**src/rtl/bin_to_bcd_seq.sv**
```systemverilog
// Sequential binary-to-BCD converter (double dabble, one bit per cycle).
// Accepts a BIN_W-bit unsigned operand and produces a packed 8-digit BCD
// result plus an overflow flag for values above 99,999,999.
// Optional build macro BCD_OVERFLOW_SAT_EN: when defined, an overflowing
// result saturates to 32'h9999_9999; otherwise the low 8 digits are kept.
`timescale 1ns/1ps

module bin_to_bcd_seq #(
  parameter int unsigned BIN_W = 27
) (
  input  logic             clock,
  input  logic             reset,
  input  logic             start,
  input  logic [BIN_W-1:0] bin_in,
  output logic [31:0]      bcd_out,
  output logic             busy,
  output logic             done,
  output logic             overflow
);

  localparam int unsigned CntW = $clog2(BIN_W + 1);

  typedef enum logic [1:0] {StIdle, StShift, StFinish} state_e;

  state_e           state_q, state_d;
  logic [35:0]      acc_q, acc_d;
  logic [31:0]      acc_adj;
  logic [BIN_W-1:0] opd_q, opd_d;
  logic [CntW-1:0]  cnt_q, cnt_d;
  logic [31:0]      bcd_q, bcd_d;
  logic             ovf_q, ovf_d;
  logic             done_q, done_d;
  logic             load, step, finish;

  // State register and datapath registers, synchronous reset.
  always_ff @(posedge clock) begin
    if (reset) begin
      state_q <= StIdle;
      acc_q   <= '0;
      opd_q   <= '0;
      cnt_q   <= '0;
      bcd_q   <= '0;
      ovf_q   <= 1'b0;
      done_q  <= 1'b0;
    end else begin
      state_q <= state_d;
      acc_q   <= acc_d;
      opd_q   <= opd_d;
      cnt_q   <= cnt_d;
      bcd_q   <= bcd_d;
      ovf_q   <= ovf_d;
      done_q  <= done_d;
    end
  end

  // Next-state logic.
  always_comb begin
    state_d = state_q;
    unique case (state_q)
      StIdle:   if (start) state_d = StShift;
      StShift:  if (cnt_d == '0) state_d = StFinish;
      StFinish: state_d = StIdle;
      default:  state_d = StIdle;
    endcase
  end

  // Output and strobe decode from the current state.
  always_comb begin
    load   = (state_q == StIdle) && start;
    step   = (state_q == StShift);
    finish = (state_q == StFinish);
    busy   = (state_q != StIdle);
  end

  // Add-3 correction on the low eight digits. The operand is below 2^27 < 10^9,
  // so the ninth digit never reaches 5 and needs no correction.
  always_comb begin
    acc_adj = acc_q[31:0];
    for (int i = 0; i < 8; i++) begin
      if (acc_q[4*i +: 4] >= 4'd5) acc_adj[4*i +: 4] = acc_q[4*i +: 4] + 4'd3;
    end
  end

  // Datapath next-state: load on accept, one dabble step per SHIFT cycle,
  // publish the result in FINISH (done/bcd_out become visible on that edge).
  always_comb begin
    acc_d  = acc_q;
    opd_d  = opd_q;
    cnt_d  = cnt_q;
    bcd_d  = bcd_q;
    ovf_d  = ovf_q;
    done_d = 1'b0;
    if (load) begin
      opd_d = bin_in;
      acc_d = '0;
      cnt_d = CntW'(BIN_W);
    end
    if (step) begin
      acc_d = {acc_q[34:32], acc_adj, opd_q[BIN_W-1]};
      opd_d = {opd_q[BIN_W-2:0], 1'b0};
      cnt_d = cnt_q - CntW'(1);
    end
    if (finish) begin
      ovf_d  = |acc_q[35:32];
      done_d = 1'b1;
`ifdef BCD_OVERFLOW_SAT_EN
      bcd_d  = (|acc_q[35:32]) ? 32'h9999_9999 : acc_q[31:0];
`else
      bcd_d  = acc_q[31:0];
`endif
    end
  end

  assign bcd_out  = bcd_q;
  assign done     = done_q;
  assign overflow = ovf_q;

endmodule

```
**config.mk**
```make
export PLATFORM = sky130hd
export DESIGN_NAME = bin_to_bcd_seq
export DESIGN_NICKNAME = d
export VERILOG_FILES = /design/src/rtl/bin_to_bcd_seq.sv
export SDC_FILE = /design/constraint.sdc
export NUM_CORES = 1
export LEC_CHECK = 0
export BUFFER_PORTS_ARGS = -buffer_cell sky130_fd_sc_hd__buf_4
export CAP_MARGIN = 30
export CORE_ASPECT_RATIO = 1.5
export CORE_MARGIN = 2
export CORE_UTILIZATION = 25
export CTS_CLUSTER_SIZE = 40
export DETAILED_ROUTE_END_ITERATION = 6
export GPL_TIMING_DRIVEN = 0
export PLACE_DENSITY_LB_ADDON = 0.1
export SYNTH_ARGS = -nofsm -noshare
export SYNTH_HDL_FRONTEND = slang
export SYNTH_SLANG_ARGS = --single-unit
```
**constraint.sdc**
```tcl
create_clock -name clock -period 2.05 [get_ports clock]
set_clock_uncertainty 0.15 [all_clocks]
set_input_delay 0.41 -clock clock [delete_from_list [all_inputs] [get_ports clock]]
set_output_delay 0.41 -clock clock [all_outputs]
set_load 0.005 [all_outputs]
```
==> results.md <==
Logic synthesis
• 43.5% — share of synthesized area occupied by flip-flops and latches
• 593 — number of cells produced by synthesis
• dfxtp_1 — most common cell in the synthesized netlist
• 0.00479 mm2 — Post-Syn Area
• 640 — net count after synthesis
• 0 — count of yosys warnings during synthesis
• dfxtp_1 — Primary FF master, synth
• 0 — number of flops mapped to enable cells by yosys
• dfxtp_1 (43%), a21oi_1 (8.4%), nand2_1 (7.4%), nor2_1 (5.4%), ha_1 (4.4%) — biggest area contributors in the synthesized netlist
• 43.5% — fraction of synthesized cell area taken by the top area cell type
• 104 — number of storage elements in the synthesis netlist
• 41 — number of distinct library cell variants in the gate-level netlist after synthesis
• dfxtp_1 (104), nand2_1 (95), a21oi_1 (80), nor2_1 (69), clkbuf_1 (32) — Post-synth top cells
• dfxtp_1 — cell taking the most area after synthesis
• 0% — Post-synth ARST share
• 8.07 um2 — average instance area after synthesis

Route
• 4,332 — routed vias
• 14.5 mm — total detailed-routing wirelength
• 4 — Pre-Repair DR Iteration Count
• 15.6 um — detail-routed net length per standard cell
• 0 — DRC violation count after routing
• 205 — first-iteration detailed-routing DRC count
• 0 — antenna viol nets, final
• 4.67 — Vias per Instance

Critical path
• 1430 ps — signal arrival time at the worst endpoint
• dfxtp_2 — Slowest-stage cell, CP
• buf_6 -> clkbuf_16 -> clkbuf_16 -> or2_4 -> buf_6 — critical-path cell list
• reg2out — WS Path Type
• 10 — highest fanout seen on the critical path
• register — launching element type of the critical path
• 1490 ps — Req. time, crit path
• output pin — endpoint kind of the worst setup timing path
• buffers and inverters — CP top delay family
• 4 — Buffers & Inverters on Critical Path
• 320 ps — critical path's largest stage delay

Floorplanning
• 0.0203 mm2 — area enclosed by the die boundary
• 117 um — width of the die
• 62 — floorplan row count
• 25.2% — Initial Utilization
• 0.0190 mm2 — CORE AREA
• 65 — I/O pin total
• 174 um — Die H

Placement
• 10.6 mm — DP HPWL
• 0.00557 mm2 — placed cell areas
• 911 — Placed Cells
• 62 — number of buffers inserted by port buffering
• 0.803 — final RePlAce weighted congestion
• -366 ps — Placement Setup Slack

Global routing
• 0 — initial antenna violation count
• 15.1% — All-Layer GR Usage
• 23.4 mm — wire length of the first global-routing pass
• 4,406 — vias in the first global route
• 0 — final global-route overflow total
• 16 — pin count of the biggest net entering global routing

Pwr
• 745 mW/mm2 — power per cell area
• 0.00442 W — Total Power
• 2.30 nW — Static Leakage
• 315 uV — VDD IR max

Timing
• 0.502 GHz — Fmax achieved
• no — unrepaired setup endpoints after global routing
• 1990 ps — minimum clock period after layout
• 55.3% — relative slew slack
• 57.3 ps — minimum setup slack in the final design
• 670 ps — Worst Max-Slew Pin Slew
• 0 — final max-slew violation count
• 0 — Setup-failing EPs final
• 0 — count of endpoints failing hold in the final timing report
• 97.2% — Final Cycle Share

CTS
• 350 ps — insertion delay to the later sink of the worst-skew pair
• 3 — CTS HTree Levels
• 104 — clock tree sinks
• 70 ps — clock input transition at the sequential cells of the worst setup and hold paths
• 9 — clock buffers created by TritonCTS
• clkbuf_16 — root buffer selected by CTS
• built — CTS tree
• 2 — Clock Path Buffers
• 0 — number of hold-repair buffers added at the cts stage

Layout
• 18.2% — fraction of layout cells with a size suffix above 1
• 0.00240 mm2 — area taken by multi-input logic gates
• 927 — final non-filler cell total
• 2,049 — Filler cells
• 0.00593 mm2 — Layout Cell Area excl Fill
• 0 — diodes inserted
• 715 — number of nets in the finished design
• 0.00209 mm2 — FF/Latch Area
• 31.2% — share of the core filled with cells in the final layout
• 23.9% — post-synthesis to final-layout area growth

Worst hold path
• in2reg — Worst Hold Class

Status
• completed — run status

Run
• 0 — number of maximum-capacitance constraint violations

[cell families (layout without fill, tap and decap cells)]
kind of cell               after synthesis  in the layout  synth area share [%]
adders and majority gates               17             17                  4.44
xor gates and xnor gates                16             16                  2.93
AOI/OAI and AO/OA                      166            166                  22.5
DFF                                    104            104                  43.5
muxes                                    2              2                 0.418
and+or+nand+nor                        213            213                  19.7
buffers and inverters                   75            153                  6.53
[report_power, final]
part	leakage (nW)	total, W	internal [W]	switching (W)
Combinational	1.33	0.000617	0.000236	0.000381
Sequential	0.847	0.00218	0.00211	0.0000699
Clock	0.123	0.00162	0.000843	0.000774
[worst reg2reg max path, cell delays in order, from the launching register on]
cell	delay, ps
dfxtp_2	380
inv_1	80
ha_1	230
nor3b_1	160
a211oi_1	220
a31oi_1	90
nor4b_2	350
and2_1	170
[registers in the layout (all words and copies together) (netlist names)]
signal and cells:
done 1, cnt_q 5, bcd_out 32, opd_q 27
state_q 2, overflow 1, acc_q 36
[through the flow]
step | TNS, ps | hold WS [ps]
after floorplan | 0 | 266
after global placement | -12460 | 292
after detailed placement | -11800 | 294
after CTS | 0 | 116
after global routing | 0 | 130
final | 0 | 125
[metal layers]
layer | vias to the layer above | routed length, um | GRT usage (%)
li1 | 2173 | - | -
met1 | 2060 | 6080 | 17.6
met2 | 84 | 7750 | 27.2
met3 | 15 | 474 | 2.62
met4 | 0 | 201 | 5.15
met5 | - | 0 | 0
[area by class of cell]
class                           count  share of cell area (%)
Timing Repair Buffer               65                    8.29
Buffer                             44                    4.41
Sequential cell                   104                    35.2
Clock buffer                       11                    4.09
Inverter                           30                    1.90
Tap cell                          256                    5.40
Clock inverter                      3                   0.337
Multi-Input combinational cell    414                    40.4
[final timing paths]
path / startpoint / to / slack, ps / cells past startpoint
setup / recovery: state_q[1] / busy / 60 / 5
hold / removal: bin_in[12] / opd_q[12] / 120 / 3
setup reg to reg: cnt_q[0] / state_q[1] / 150 / 7
hold reg to reg: bcd_out[7] / bcd_out[7] / 300 / 2
[timing repair]
| action | CTS | global route |
|---|---|---|
| resized for setup | 16 | 13 |
| setup endpoints to repair | 11 | 39 |
| buffers inserted | 3 | 0 |
| pin swaps | 0 | 2 |
[layout by cell type, fill, tap and decap left out, drive strengths merged]
cell type,n
nor2b,14
a21oi,80
a221oi,1
nor4,3
a22o,7
a2111oi,8
ha,17
o41ai,1
or2,1
xor2,1
and2,1
a32oi,7
nor4b,1
a211oi,2
nor2,70
clkbuf,44
o221a,12
dfxtp,104
inv,30
nor3b,2
a32o,1
xnor2,15
o21bai,1
a22oi,13
mux2i,2
buf,76
nor3,7
nand2b,11
clkinvlp,2
o211ai,7
clkinv,1
nand3,8
a31oi,1
nand2,95
o21ai,17
o22ai,1
a21o,7
Power figures use the tool's default switching activity.
